==> src/rtl/conv_pkg.sv <==
// Shared definitions for the 3x3 convolution engine.
// Holds the sweep FSM state type, the datapath widths and the per-tap
// product helper used by the MAC stage.
package conv_pkg;

  typedef enum logic [2:0] {
    StIdle,
    StLoad,
    StWait,
    StMac,
    StOut,
    StNext,
    StDone
  } state_e;

  localparam int unsigned AccW    = 22;
  localparam int unsigned ProdW   = 17;
  localparam int unsigned NumTaps = 9;
  localparam int unsigned TapW    = 4;

  // Unsigned pixel times signed weight. Both operands are widened to the
  // product width first so the multiply is a plain signed one.
  function automatic logic signed [ProdW-1:0] tap_product(input logic [7:0]        pix,
                                                          input logic signed [7:0] w);
    logic signed [ProdW-1:0] pix_ext;
    logic signed [ProdW-1:0] w_ext;
    pix_ext = {9'b0, pix};
    w_ext   = {{9{w[7]}}, w};
    return pix_ext * w_ext;
  endfunction

endpackage

==> src/rtl/relu_sat.sv <==
// ReLU, arithmetic right shift and saturation to 8 bits.
// Ports:
//   acc_i : signed accumulator value
//   res_o : 0 if acc_i < 0, else min(acc_i >>> SHIFT, 255)
module relu_sat
  import conv_pkg::*;
#(
  parameter int unsigned SHIFT = 7
) (
  input  logic signed [AccW-1:0] acc_i,
  output logic        [7:0]      res_o
);

  logic [AccW-1:0] shifted;

  always_comb begin
    // Logical shift is fine here: the value is only used when non-negative.
    shifted = acc_i >> SHIFT;
    if (acc_i[AccW-1]) begin
      res_o = 8'h00;
    end else if (|shifted[AccW-1:8]) begin
      res_o = 8'hFF;
    end else begin
      res_o = shifted[7:0];
    end
  end

endmodule

==> src/rtl/conv3x3_engine.sv <==
// 3x3 convolution engine sweeping an H x W image with a programmable kernel.
// For every valid output position it requests a patch (load + i/j), waits for
// pix_valid, accumulates 9 products one per cycle, then emits one result.
// Ports:
//   clk, rst              : clock, synchronous active-high reset
//   start                 : begin a sweep (IDLE only)
//   w_we, w_addr, w_data  : kernel weight write port (IDLE only)
//   bias                  : signed bias added to every output
//   i, j, load            : patch request to the upstream patch stage
//   pixels_flat, pix_valid: patch returned by the upstream stage
//   out_data/addr/valid   : result stream
//   busy, done            : sweep status
module conv3x3_engine
  import conv_pkg::*;
#(
  parameter int unsigned H     = 28,
  parameter int unsigned W     = 28,
  parameter int unsigned SHIFT = 7
) (
  input  logic        clk,
  input  logic        rst,
  input  logic        start,
  input  logic        w_we,
  input  logic [3:0]  w_addr,
  input  logic [7:0]  w_data,
  input  logic [15:0] bias,
  output logic [4:0]  i,
  output logic [4:0]  j,
  output logic        load,
  input  logic [71:0] pixels_flat,
  input  logic        pix_valid,
  output logic [7:0]  out_data,
  output logic [9:0]  out_addr,
  output logic        out_valid,
  output logic        busy,
  output logic        done
);

  state_e                 state_q, state_d;
  logic [4:0]             i_q, i_d;
  logic [4:0]             j_q, j_d;
  logic [TapW-1:0]        tap_q, tap_d;
  logic signed [AccW-1:0] acc_q, acc_d;
  logic [71:0]            pix_q, pix_d;
  logic signed [7:0]      w_q [NumTaps];
  logic signed [7:0]      w_d [NumTaps];

  logic [7:0]              pix_tap;
  logic signed [7:0]       w_tap;
  logic signed [ProdW-1:0] prod;

  // Select the pixel/weight pair for the current tap.
  always_comb begin
    pix_tap = 8'h00;
    w_tap   = '0;
    for (int k = 0; k < NumTaps; k++) begin
      if (tap_q == TapW'(k)) begin
        pix_tap = pix_q[8*k +: 8];
        w_tap   = w_q[k];
      end
    end
    prod = tap_product(pix_tap, w_tap);
  end

  always_comb begin
    state_d = state_q;
    i_d     = i_q;
    j_d     = j_q;
    tap_d   = tap_q;
    acc_d   = acc_q;
    pix_d   = pix_q;
    w_d     = w_q;

    case (state_q)
      StIdle: begin
        if (w_we && (w_addr < 4'(NumTaps))) begin
          w_d[w_addr] = w_data;
        end
        if (start) begin
          i_d     = '0;
          j_d     = '0;
          state_d = StLoad;
        end
      end
      StLoad: state_d = StWait;
      StWait: begin
        if (pix_valid) begin
          pix_d   = pixels_flat;
          acc_d   = AccW'($signed(bias));
          tap_d   = '0;
          state_d = StMac;
        end
      end
      StMac: begin
        acc_d = acc_q + AccW'(prod);
        if (tap_q == TapW'(NumTaps - 1)) begin
          tap_d   = '0;
          state_d = StOut;
        end else begin
          tap_d = tap_q + 1'b1;
        end
      end
      StOut: state_d = StNext;
      StNext: begin
        if (j_q == 5'(W - 3)) begin
          if (i_q == 5'(H - 3)) begin
            state_d = StDone;
          end else begin
            j_d     = '0;
            i_d     = i_q + 5'd1;
            state_d = StLoad;
          end
        end else begin
          j_d     = j_q + 5'd1;
          state_d = StLoad;
        end
      end
      StDone:  state_d = StIdle;
      default: state_d = StIdle;
    endcase
  end

  always_ff @(posedge clk) begin
    if (rst) begin
      state_q <= StIdle;
      i_q     <= '0;
      j_q     <= '0;
      tap_q   <= '0;
      acc_q   <= '0;
      pix_q   <= '0;
      for (int k = 0; k < NumTaps; k++) begin
        w_q[k] <= '0;
      end
    end else begin
      state_q <= state_d;
      i_q     <= i_d;
      j_q     <= j_d;
      tap_q   <= tap_d;
      acc_q   <= acc_d;
      pix_q   <= pix_d;
      w_q     <= w_d;
    end
  end

  relu_sat #(
    .SHIFT(SHIFT)
  ) u_relu_sat (
    .acc_i(acc_q),
    .res_o(out_data)
  );

  assign i         = i_q;
  assign j         = j_q;
  assign load      = (state_q == StLoad);
  assign out_valid = (state_q == StOut);
  assign busy      = (state_q != StIdle);
  assign done      = (state_q == StDone);
  assign out_addr  = 10'(i_q) * 10'(W - 2) + 10'(j_q);

endmodule
==> config.mk <==
export PLATFORM = sky130hd
export DESIGN_NAME = conv3x3_engine
export DESIGN_NICKNAME = d
export VERILOG_FILES = /design/src/rtl/conv_pkg.sv /design/src/rtl/relu_sat.sv /design/src/rtl/conv3x3_engine.sv
export SDC_FILE = /design/constraint.sdc
export NUM_CORES = 1
export LEC_CHECK = 0
export ABC_AREA = 1
export CAP_MARGIN = 10
export CELL_PAD_IN_SITES_DETAIL_PLACEMENT = 0
export CELL_PAD_IN_SITES_GLOBAL_PLACEMENT = 1
export CORE_ASPECT_RATIO = 0.5
export CORE_UTILIZATION = 41
export DETAILED_ROUTE_END_ITERATION = 6
export PLACE_DENSITY = 0.87
export SLEW_MARGIN = 20
export SYNTH_ARGS = -nofsm -noshare
export SYNTH_HDL_FRONTEND = slang
export SYNTH_SLANG_ARGS = --single-unit
==> constraint.sdc <==
create_clock -name clk -period 6.9 [get_ports clk]
set_clock_uncertainty 0.1 [all_clocks]
set_input_delay 1.725 -clock clk [delete_from_list [all_inputs] [get_ports clk]]
set_output_delay 1.725 -clock clk [all_outputs]
set_load 0.005 [all_outputs]
Word-level counts from Yosys, hierarchy flattened

Index checks and enable logic that the tools add are counted.

Reductions and logical operators: 14
$mul: 2
Muxes and demuxes: 41
Add/subtract/negate cells: 5
Bitwise operators: 1
$lt $le $gt $ge: 3
Eq/ne operators: 22

Operators by type and width:

| cell                                                               | number |
|---|---|
| 8-bit 2-to-1 mux                                                   | 21 |
| 72-bit bitwise mux                                                 | 1 |
| 22-bit case mux with 2 select lines                                | 1 |
| 8-bit demux with 4-bit select                                      | 1 |
| 5-bit 2-to-1 mux                                                   | 5 |
| 22-bit by 17-bit adder with 22-bit output                          | 1 |
| 22-bit 2-to-1 mux                                                  | 1 |
| 5-bit case mux with 2 select lines                                 | 2 |
| 3-bit case mux with 6 select lines                                 | 1 |
| 9-bit by 8-bit multiplier with 17-bit output                       | 1 |
| 4-bit by 3-bit == test with 1-bit output, second input constant    | 4 |
| 3-bit 2-to-1 mux                                                   | 5 |
| 10-bit by 5-bit adder with 10-bit output                           | 1 |
| 5-bit by 1-bit adder with 5-bit output, second input constant      | 2 |
| 5-bit == test, second input constant                               | 2 |
| 2-bit inequality test, second input constant                       | 5 |
| 3-bit == test, second input constant                               | 3 |
| 5-bit by 4-bit multiplier with 9-bit output, second input constant | 1 |
| 4-bit by 2-bit == test with 1-bit output, second input constant    | 2 |
| 4-bit 2-to-1 mux                                                   | 2 |
| 4-bit case mux with 2 select lines                                 | 1 |
| 7-bit OR reduction                                                 | 1 |
| 3-bit by 2-bit == test with 1-bit output, second input constant    | 2 |
| 2-bit AND reduction                                                | 3 |
| 16 further kinds                                                   | 19 |

Register bits: 183
Output and inout port bits: 32
Bits of input ports: 105
Word-level logic and storage cells: 103

Logic depth before layout (Yosys ltp)

Gate-level depths: netlist of the first run.

Depth in word-level cells: 13
Gate-level depth with buffers: 38
Depth with buffers taken out: 37

Modules after synthesis

A second synthesis of the first run with hierarchy kept.

Cells, all modules: 1684
Area total of the unflattened synthesis: 12344.3 um^2

By module, submodules not included:

| module         | instances | cells each | area an instance (um^2) | seq. area each (um^2) |
|---|---|---|---|---|
| conv3x3_engine | 1         | 1660       | 12151.7                 | 3663.5 |
| relu_sat       | 1         | 24         | 192.7                   | 0.0 |

Worst setup path before layout of the first run

No wires, ideal clock.

Kind: register to register
Start point: register tap_q[1]
End point: register acc_q[19]
Library setup time: 0.133 ns
Buffers on the path: 1
Period minus slack after synthesis: 5.966 ns
Arrival: 5.733 ns
Cell stages (with the launch flop): 32
Data required time: 6.667 ns
Setup slack: 0.934 ns
Cell sequence: dfxtp_1 > inv_1 > ha_1 > inv_1 > buf_2 > nand3_1 > nand3_1 > o21ai_1 > o211ai_1 > nand2_1 > nand3_1 > nand2_2 > a21oi_4 > nand2_1 > fa_1 > fa_1 > inv_1 > fa_1 > fa_1 > inv_1 > fa_1 > inv_1 > ha_1 > nand2_1 > o21ai_0 > a21oi_1 > o21ai_0 > nand3_1 > nand2_1 > nand2_1 > nand3_1 > a31oi_1

Word-level cells in the longest chain between the ends: 13
Elaborated cells between the ends (all ways): 30
Classes of those cells: 1 x add/sub; 1 x mul; 8 x eq/ne; 19 x mux; 1 x reduce/logical

Ends and longest elaborated chain:

| what                                             | RTL line              | RTL |
|---|---|---|
| start, declared                                  | conv3x3_engine.sv:42  | `logic [TapW-1:0] tap_q, tap_d;` |
| start signal, assigned                           | conv3x3_engine.sv:138 | `tap_q <= tap_d;` |
| 4-bit zero test                                  | conv3x3_engine.sv:57  | `if (tap_q == TapW'(k)) begin` |
| 8-bit 2-to-1 mux (9 in series)                   | conv3x3_engine.sv:57  |  |
| 9-bit by 8-bit multiplier with 17-bit output (*) | conv_pkg.sv:29        | `return pix_ext * w_ext;` |
| 22-bit by 17-bit adder with 22-bit output (*)    | conv3x3_engine.sv:95  | `acc_d = acc_q + AccW'(prod);` |
| 22-bit case mux with 2 select lines (*)          | conv3x3_engine.sv:74  | `case (state_q)` |
| end signal, assigned                             | conv3x3_engine.sv:129 | `acc_q <= '0;` |
| end signal, assigned                             | conv3x3_engine.sv:139 | `acc_q <= acc_d;` |
| end, declared                                    | conv3x3_engine.sv:43  | `logic signed [AccW-1:0] acc_q, acc_d;` |

Every way passes the cells marked *; elsewhere a longest branch is shown, timed or not.
A chain may end at the register's enable or synchronous reset.

Worst setup path after layout of the first run

Start point: register tap_q[1]
End point: register acc_q[20]

Same word-level chain as after synthesis.

==> results of run 1 <==
through the flow:
stage	hold WS [ns]	utilization, %	setup TNS (ns)
floorplan	0.324	-	0
global placement	0.352	47.7	0
detailed placement	0.357	47.7	0
CTS	0.369	49.7	0
global route	0.388	50.0	-0.0134
finish	0.362	50.0	0
Yosys cell counts, types with 14 or more instances:
cell        n  share of area, %
ha_1       94               9.7
buf_2      20              0.83
nand3_1    73               3.0
o21ai_1    15              0.62
nand2_1   246               7.6
a21oi_1   129               5.3
o211ai_1   14              0.87
fa_1       54               8.9
o21ai_0   176               7.3
nor2_1    274               8.5
clkbuf_1   41               1.3
dfxtp_1   183                30
inv_1     196               6.1
inv_2      20              0.62
repair_timing:
item	4_1_cts	5_1_grt
endpoints found under the setup margin	0	13
setup buffers	0	4
hold endpoints to repair	0	0
gates resized for setup	0	18
hold buffers	0	0
sequential cells by signal (all words and copies together), names as in the netlist:
register,cells
acc_q,22
pix_q,72
w_q,72
i,5
state_q,3
j,5
tap_q,4
routing by layer:
layer	track usage (%)	part of all wire, %	vias to the layer above	wire, microns
li1	-	-	5656	-
met1	30.9	50	5121	16500
met2	35.3	44	205	14400
met3	4.45	4.6	34	1510
met4	5.59	1.5	0	500
met5	0	0	-	0
power groups by stage:
stage	clock [W]	sequential, W	combinational, W
2_1_floorplan	0	0.00127	0.000654
3_3_place_gp	0	0.00130	0.00101
3_5_place_dp	0	0.00131	0.00102
4_1_cts	0.00101	0.00128	0.00103
5_1_grt	0.00106	0.00130	0.00118
6_report	0.000990	0.00128	0.00103
placed cells by master (no fill, tap or decap), types with 10 or more instances in the layout:
master | netlist | final
o21ai_1 | 15 | 18
fa_1 | 54 | 54
dfxtp_1 | 183 | 182
xor2_1 | 13 | 13
nand2_2 | 11 | 14
clkdlybuf4s50_1 | 0 | 136
inv_2 | 20 | 23
nor2_1 | 274 | 274
o211ai_1 | 14 | 14
a211oi_1 | 11 | 11
ha_1 | 94 | 92
nand2_1 | 246 | 243
buf_4 | 6 | 26
nand3_1 | 73 | 73
clkbuf_16 | 0 | 17
a31oi_1 | 10 | 10
a21oi_1 | 129 | 128
o21ai_0 | 176 | 171
inv_1 | 196 | 191
kinds of logic after synthesis:
logic type               count (synthesis)  synth area share (%)
AND/OR/NAND/NOR                        653                  23.0
AO/OA/AOI/OAI                          380                  17.1
buffers and inverters                  287                  9.41
flip-flops                             183                  30.3
adder cells (fa/ha/maj)                148                  18.6
XOR/XNOR                                22                  1.59
final cells by class:
type	instances	area (sq um)	share of cell area, %
Multi-Input combinational cell	1204	7350	50.7
Clock inverter	14	164	1.13
Sequential cell	183	3660	25.3
Timing Repair Buffer	164	1600	11.0
Inverter	216	816	5.62
Clock buffer	17	425	2.93
Timing Repair inverter	1	5.00	0.0345
Tap cell	391	489	3.37
critical path, delay by kind of cell (launching register included):
family / cells / cell delay (ns)
AND/OR/NAND/NOR: 12 / 1.12
flip-flops: 1 / 0.37
AO/OA/AOI/OAI: 8 / 1.03
adder cells (fa/ha/maj): 7 / 3.05
buffers and inverters: 7 / 0.68
worst paths after layout:
path | to | slack, ns | cells past startpoint
worst min register to register | w_q[63] | 0.36 | 2
worst min-delay path | w_q[63] | 0.36 | 2
worst max register to register | acc_q[20] | 0.40 | 34
worst max-delay path | acc_q[20] | 0.40 | 34
==> results.py, run 1 <==
metrics = {
    "sta": {
        "slew_violations": 0,
        "max_slew_margin_pct": 31.4,
        "setup_violations": 0,
        "tightest_slew_ns": 1.02,
        "period_needed_ns": 6.50,
        "setup_ws_ns": 0.399,
        "timing.final.crit_share_pct": 94.2,
        "fmax_mhz": 154,
        "hold_viol": 0,
    },
    "clocking": {
        "cts_max_path_buffers": 2,
        "clk_pin_slew_ns": 0.07,
        "root_buffer": "clkbuf_16",
        "insertion_delay_ns": 0.45,
        "cts_buffers": 17,
        "cts_tree": "built",
        "cts_max_level": 4,
        "cts_sinks": 183,
    },
    "floorplan": {
        "initial_utilization_pct": 41.7,
        "chipHeight_microns": 124,
        "coreArea_sq_mm": 0.0290,
        "rows": 44,
        "die_area_sq_mm": 0.0303,
        "ios": 137,
        "die_x_microns": 245,
    },
    "setup_path": {
        "reg2reg_from": "tap_q[1]",
        "slowest_delay_ns": 0.54,
        "worstSetupPathType": "flop to flop",
        "critical_path_required_ns": 7.11,
        "cpMostUsedCell": "nand2_1",
        "path_max_fanout": 7,
        "cp-end-kind": "flop",
        "worstSetupStartpoint": "tap_q[1]",
        "startpoint_type": "flop",
        "arrival_ns": 6.71,
        "crit_slowest_cell": "fa_1",
    },
    "grt": {
        "grt_max_degree": 75,
        "grt.overflow.total": 0,
        "grt_pass1_vias": 10209,
        "grt_pass1_wl_mm": 52.8,
        "grtUsageTotal_pct": 22.3,
        "antenna_found_initial": 0,
    },
    "yosys": {
        "synth_fp_nets": 1926,
        "synth_top_flop_cell": "dfxtp_1",
        "synth_cell_types": 47,
        "synth_edf_count": 0,
        "syn_avg_cell_area_sq_um": 7.24,
        "synthCells": 1673,
        "yosys_warnings": 0,
        "seq_area_frac_synth_pct": 30.3,
        "postSynth.asyncResetShare_pct": 0,
        "ys_ff_latch": 183,
        "syn_area_sq_mm": 0.0121,
    },
    "pwr": {
        "p_seq_share_pct": 38.8,
        "swShare_pct": 35.5,
        "power_w": 0.00331,
        "combPwrFrac_pct": 31.3,
        "powerDensity_mw_per_mm2": 228,
        "internal_power_w": 0.00213,
        "pwr-share-clk_pct": 29.9,
        "power.switching_w": 0.00118,
        "leakage_nw": 6.51,
        "ir_drop_mv": 0.184,
    },
    "finish": {
        "antenna_cells": 0,
        "layout-drive-gt1-share_pct": 7.73,
        "final_area_sq_mm": 0.0145,
        "n_fill_cell": 2871,
        "nets": 2040,
        "fin_cells": 2190,
        "area_growth_pct": 19.9,
    },
    "placed_design": {
        "io_buffer_count": 136,
        "dpl_worst_slack_ns": 0.214,
        "place.detailed.hpwl_mm": 24.9,
        "placed_area_sq_mm": 0.0138,
        "place_inst": 2153,
        "place.gp.congestion": 0.918,
    },
    "drt": {
        "drt-total-wl_mm": 32.9,
        "firstDrtPassIters": 5,
        "routed-via-count": 11016,
        "wire_per_inst_microns": 15.0,
        "first_iter_violations": 614,
        "drc": 0,
        "vias_per_cell": 5.03,
        "ant_nets": 0,
    },
    "min_path": {
        "min_path_type": "flop to flop",
        "min-delay-start": "w_q[63]",
    },
    "status": {
        "status": "complete, no violations",
    },
    "job": {
        "drv_cap": 0,
    },
}
Note: power is estimated with default switching activity, not from simulation.
==> inputs of run 2 (changes only) <==
ABC_AREA = 0   (was 1)
PLACE_DENSITY = 0.85   (was 0.87)
==> results.py, run 2 <==
metrics = {
    "status": {
        "status": "complete, no violations",
    },
    "yosys": {
        "synth_area_leaders": "dfxtp_1 31%, ha_1 9.9%, fa_1 9.1%",
        "synth_cell_types": 56,
        "syn_area_sq_mm": 0.0119,
        "syn_avg_cell_area_sq_um": 8.07,
        "postSynth.asyncResetShare_pct": 0,
        "synthCells": 1474,
        "synth_commonest_cells": "245 x nand2_1, 186 x a21oi_1, 183 x dfxtp_1",
        "yosys_warnings": 0,
        "ys_ff_latch": 183,
        "synth_fp_nets": 1727,
        "seq_area_frac_synth_pct": 30.8,
        "yosys.area.top_type": "dfxtp_1",
        "synth_top_area_share_pct": 30.8,
        "synth_edf_count": 0,
        "yosysMostFrequentCell": "nand2_1",
        "synth_top_flop_cell": "dfxtp_1",
    },
    "clocking": {
        "cts_max_level": 4,
        "cts_max_path_buffers": 2,
        "clk_pin_slew_ns": 0.07,
        "cts_buffers": 17,
        "cts_sinks": 183,
        "cts_tree": "built",
        "cts_hold_repair.buffers": 0,
        "insertion_delay_ns": 0.46,
        "root_buffer": "clkbuf_16",
    },
    "setup_path": {
        "r2r_slack_ns": 0.35,
        "startpoint_type": "flop",
        "cp-end-kind": "flop",
        "cpMostUsedCell": "fa_1",
        "path_max_fanout": 20,
        "crit_slowest_cell": "fa_1",
        "arrival_ns": 6.76,
        "critical_path_required_ns": 7.10,
        "reg2reg_from": "tap_q[0]",
        "r2r_end": "acc_q[17]",
        "slowest_delay_ns": 0.56,
        "reg2reg_depth": 25,
        "worstSetupPathType": "flop to flop",
        "critPathBufInv": 6,
        "cp_top_family": "adder cells",
    },
    "pwr": {
        "powerDensity_mw_per_mm2": 164,
        "leakage_nw": 6.23,
        "ir_drop_mv": 0.178,
    },
    "sta": {
        "slew_violations": 0,
        "period_needed_ns": 6.55,
        "setup_violations": 0,
        "tightest_slew_ns": 1.01,
        "rsz0062_at_grt": "false",
        "holdWs_ns": 0.358,
        "hold_viol": 0,
        "fmax_mhz": 153,
        "max_slew_margin_pct": 32.5,
        "timing.final.crit_share_pct": 95.0,
        "fin_setup_tns_ns": 0,
    },
    "min_path": {
        "whs_path_depth": 2,
        "min_path_type": "flop to flop",
        "hold_end": "pix_q[57]",
        "min-delay-start": "pix_q[57]",
    },
    "floorplan": {
        "rows": 43,
        "coreArea_sq_mm": 0.0281,
        "ios": 137,
        "die_area_sq_mm": 0.0298,
        "initial_utilization_pct": 42.4,
        "chipHeight_microns": 122,
        "die_x_microns": 243,
    },
    "grt": {
        "grt_pass1_wl_mm": 53.3,
        "grt.overflow.total": 0,
        "grt_pass1_vias": 10189,
        "grt_max_degree": 80,
        "grtUsageTotal_pct": 22.8,
        "antenna_found_initial": 0,
    },
    "finish": {
        "layout-drive-gt1-share_pct": 9.02,
        "multi_input_area_sq_mm": 0.00761,
        "biggestRegsByFlops": "pix_q: 72 flops, w_q: 72 flops, acc_q: 22 flops",
        "n_fill_cell": 2724,
        "area_growth_pct": 23.2,
        "mostFrequentLayoutCell": "nand2_1",
        "nets": 1848,
        "register_area_sq_mm": 0.00367,
        "final_cell_mix": "243 x nand2_1, 182 x a21oi_1, 181 x dfxtp_1",
        "antenna_cells": 0,
        "utilization_pct": 52.2,
    },
    "job": {
        "drv_cap": 0,
    },
    "drt": {
        "ant_nets": 0,
        "first_iter_violations": 723,
        "drc": 0,
        "vias_per_cell": 5.32,
        "routed-via-count": 10579,
        "wire_per_inst_microns": 16.8,
        "drt-total-wl_mm": 33.5,
        "firstDrtPassIters": 5,
    },
    "placed_design": {
        "io_buffer_count": 136,
        "place.detailed.hpwl_mm": 25.8,
        "place.gp.congestion": 0.948,
    },
}
run 2: cell types whose count changed in the layout (fill, tap and decap cells not counted), moves of 28 or more:
cell	previous run	this run
a21oi_1	128	182
buf_4	26	54
inv_1	191	101
mux2i_1	0	65
nand3_1	73	19
nor2_1	274	140
o21ai_0	171	22
run 2: how the worst max path moves through the flow:
stage	slack (ns)	from	to	depth (start not counted)
3_5_place_dp	0.08	tap_q[0]	acc_q[21]	25
2_1_floorplan	0.27	tap_q[1]	acc_q[17]	25
5_1_grt	0.04	tap_q[0]	acc_q[17]	27
4_1_cts	0.05	tap_q[0]	acc_q[21]	25
3_3_place_gp	0.19	tap_q[0]	acc_q[17]	25
6_report	0.35	tap_q[0]	acc_q[17]	25
run 2: layout make-up:
class,instances,area share [%]
Sequential cell,183,25.0
Multi-Input combinational cell,1092,52.0
Tap cell,382,3.26
Inverter,103,2.64
Clock buffer,17,2.90
Clock inverter,15,1.08
Timing Repair Buffer,198,13.2
run 2: worst register-to-register path, delay by kind of cell, from the launching register on:
kind	cells	cell delay (ns)
buf+inv	6	0.57
simple gates	3	0.61
flops	1	0.37
xor+xnor	1	0.11
compound gates	8	1.52
fa+ha+maj	7	3.14
run 2: metrics by stage:
stage	setup WS, ns	cells	power [W]	instance area (sq um)
final	0.348	1990	0.00240	14700
after global routing	0.0447	1990	0.00251	14700
after CTS	0.0498	1987	0.00241	14400
after detailed placement	0.0763	1955	0.00146	13900
after global placement	0.189	1955	0.00145	13900
after floorplan	0.270	1474	0.00130	11900
run 2: logic make-up (layout without fill, tap and decap cells):
group           count (synthesis)  after routing  synth area share [%]
simple gates                  518            518                  19.1
compound gates                323            323                  16.2
buf+inv                       199            333                  6.58
flops                         183            183                  30.8
fa+ha+maj                     148            148                  19.0
mux                            66             66                  5.56
xor+xnor                       37             37                  2.72
run 2: report_power, final:
part	switching (W)	internal, W	total, W
clock	0.000481	0.000481	0.000962
combinational	0.000174	0.000159	0.000333
sequential	0.0000234	0.00108	0.00111
run 2: metal layers:
layer  vias to the layer above  wire (microns)  global-route usage (%)  part of all wire, %
met3                        24            1470                    3.83                  4.4
met2                       237           15200                    37.5                   45
met1                      5101           16500                    31.3                   49
met5                         -               0                       0                    0
met4                         0             331                    5.62                 0.99
li1                       5217               -                       -                    -
run 2: repair_timing:
item	in CTS	in global routing
endpoints found under the setup margin	0	10
gates resized for setup	0	49
buffers inserted	0	2
==> inputs of run 3 (changes only) <==
GPL_ROUTABILITY_DRIVEN = 0   (was not set)
PLACE_DENSITY = not set   (was 0.85)
PLACE_DENSITY_LB_ADDON = 0.1   (was not set)
==> results.py, run 3 (synthesis gave the netlist of run 2 again) <==
metrics = {
    "floorplan": {
        "rows": 43,
        "die_area_sq_mm": 0.0298,
        "chipHeight_microns": 122,
        "die_x_microns": 243,
        "initial_utilization_pct": 42.4,
        "ios": 137,
        "coreArea_sq_mm": 0.0281,
    },
    "setup_path": {
        "r2r_slack_ns": 0.21,
        "path_max_fanout": 23,
        "worstSetupStartpoint": "tap_q[1]",
        "reg2reg_from": "tap_q[1]",
        "worstSetupPathType": "flop to flop",
        "startpoint_type": "flop",
        "cp-end-kind": "flop",
        "endpoint": "acc_q[17]",
        "reg2reg_depth": 25,
        "critical_path_required_ns": 7.12,
        "arrival_ns": 6.90,
        "r2r_end": "acc_q[17]",
    },
    "finish": {
        "utilization_pct": 52.2,
        "multi_input_area_sq_mm": 0.00766,
        "mostFrequentLayoutCell": "nand2_1",
        "antenna_cells": 0,
        "register_area_sq_mm": 0.00367,
        "fin_cells": 1986,
        "final_cell_mix": "242 x nand2_1, 181 x a21oi_1, 181 x dfxtp_1",
        "nets": 1844,
        "area_growth_pct": 23.1,
        "n_fill_cell": 2782,
        "biggestRegsByFlops": "pix_q: 72 flops, w_q: 72 flops, acc_q: 22 flops",
        "layout-drive-gt1-share_pct": 9.29,
    },
    "drt": {
        "wire_per_inst_microns": 17.6,
        "vias_per_cell": 5.29,
        "drt-total-wl_mm": 34.9,
        "drc": 0,
        "first_iter_violations": 639,
        "firstDrtPassIters": 5,
        "ant_nets": 0,
        "routed-via-count": 10503,
    },
    "placed_design": {
        "place_inst": 1950,
        "io_buffer_count": 136,
        "place.detailed.hpwl_mm": 26.4,
    },
    "grt": {
        "grt.met3_usage_pct": 4.94,
        "antenna_found_initial": 0,
        "grt_pass1_vias": 10183,
        "grt_busiest_layer": "met2",
        "grt_use_met2_pct": 38.7,
        "grt_pass1_wl_mm": 54.8,
        "grt.overflow.total": 0,
        "grtUsageTotal_pct": 23.9,
        "use_met1_pct": 32.7,
        "grt_max_degree": 79,
    },
    "clocking": {
        "clk_pin_slew_ns": 0.07,
        "cts_tree": "built",
        "cts_sinks": 183,
        "root_buffer": "clkbuf_16",
        "cts_buffers": 17,
        "cts_max_level": 4,
        "insertion_delay_ns": 0.45,
        "cts_max_path_buffers": 2,
    },
    "sta": {
        "hold_viol": 0,
        "fmax_mhz": 150,
        "timing.final.crit_share_pct": 96.9,
        "tightest_slew_ns": 1.01,
        "slew_violations": 0,
        "period_needed_ns": 6.69,
        "setup_violations": 0,
        "max_slew_margin_pct": 32.4,
    },
    "job": {
        "drv_cap": 0,
    },
    "pwr": {
        "powerDensity_mw_per_mm2": 164,
        "power_w": 0.00241,
        "leakage_nw": 6.21,
        "ir_drop_mv": 0.177,
    },
    "min_path": {
        "whs_path_depth": 2,
        "min_path_type": "flop to flop",
    },
    "status": {
        "status": "complete, no violations",
    },
}
-- run 3: cell types whose count changed in the layout (fill, tap and decap cells not counted), moves of 3 or more --
cell,change
buf_4,-3
clkinv_4,-4
o21ai_0,-5
o21ai_1,+3
o221ai_1,-4
o221ai_2,+4
-- run 3: report_power, final --
part / internal [W] / leakage (nW) / switching, W
registers: 0.00108 / 1.48 / 0.0000233
logic: 0.000159 / 4.45 / 0.000174
clock network: 0.000488 / 0.281 / 0.000482
-- run 3: layout make-up --
cell class / count / share of cell area (%)
clock buffers: 18 / 3.00
repair buffers: 194 / 12.8
multi-input cells: 1092 / 52.3
well taps: 382 / 3.26
inverters: 103 / 2.66
flip-flops and latches: 183 / 25.0
clock inverters: 14 / 0.948
-- run 3: stage by stage --
| step | hold slack (ns) | TNS, ns | setup WS [ns] | area, sq um |
|---|---|---|---|---|
| after floorplan | 0.332 | 0 | 0.270 | 11900 |
| after global placement | 0.346 | 0 | 0.0746 | 13800 |
| after detailed placement | 0.348 | -0.0939 | -0.0543 | 13800 |
| after CTS | 0.358 | 0 | 0.000238 | 14400 |
| after global routing | 0.377 | -0.0112 | -0.0112 | 14700 |
| final | 0.356 | 0 | 0.213 | 14700 |
-- run 3: metal layers --
layer | share of wire (%) | wire, microns
met1 | 48 | 16800
met4 | 1.4 | 476
met3 | 5.6 | 1940
met5 | 0 | 0
met2 | 45 | 15600
-- run 3: how the worst min path moves through the flow --
stage,from,endpoint
final,pix_q[57],pix_q[57]
after global routing,pix_q[30],pix_q[30]
after CTS,pix_q[57],pix_q[57]
after detailed placement,pix_q[57],pix_q[57]
after global placement,acc_q[3],acc_q[3]
after floorplan,pix_q[0],pix_q[0]
-- run 3: worst max-delay path: stages, from the launching register on --
cell and delay (ns):
dfxtp_2 0.33, buf_4 0.16, ha_4 0.18, buf_12 0.15, nor2b_1 0.13, nor3_1 0.23, a21oi_1 0.09, o221ai_2 0.26
o221a_2 0.33, nand2_1 0.09, fa_1 0.45, fa_1 0.49, inv_1 0.06, fa_1 0.51, fa_1 0.54, inv_1 0.05
fa_1 0.50, inv_1 0.04, ha_1 0.29, o21ai_1 0.08, o21a_1 0.20, or4b_1 0.48, a32oi_2 0.33, xor2_1 0.11
a221oi_1 0.28, nor2_1 0.07
-- run 3: what timing repair did --
item | in CTS | in global routing
hold buffers | 0 | 0
setup buffers | 0 | 3
setup endpoints to repair | 3 | 10
pin swaps | 1 | 18
gates cloned | 0 | 1
gates resized for setup | 2 | 60
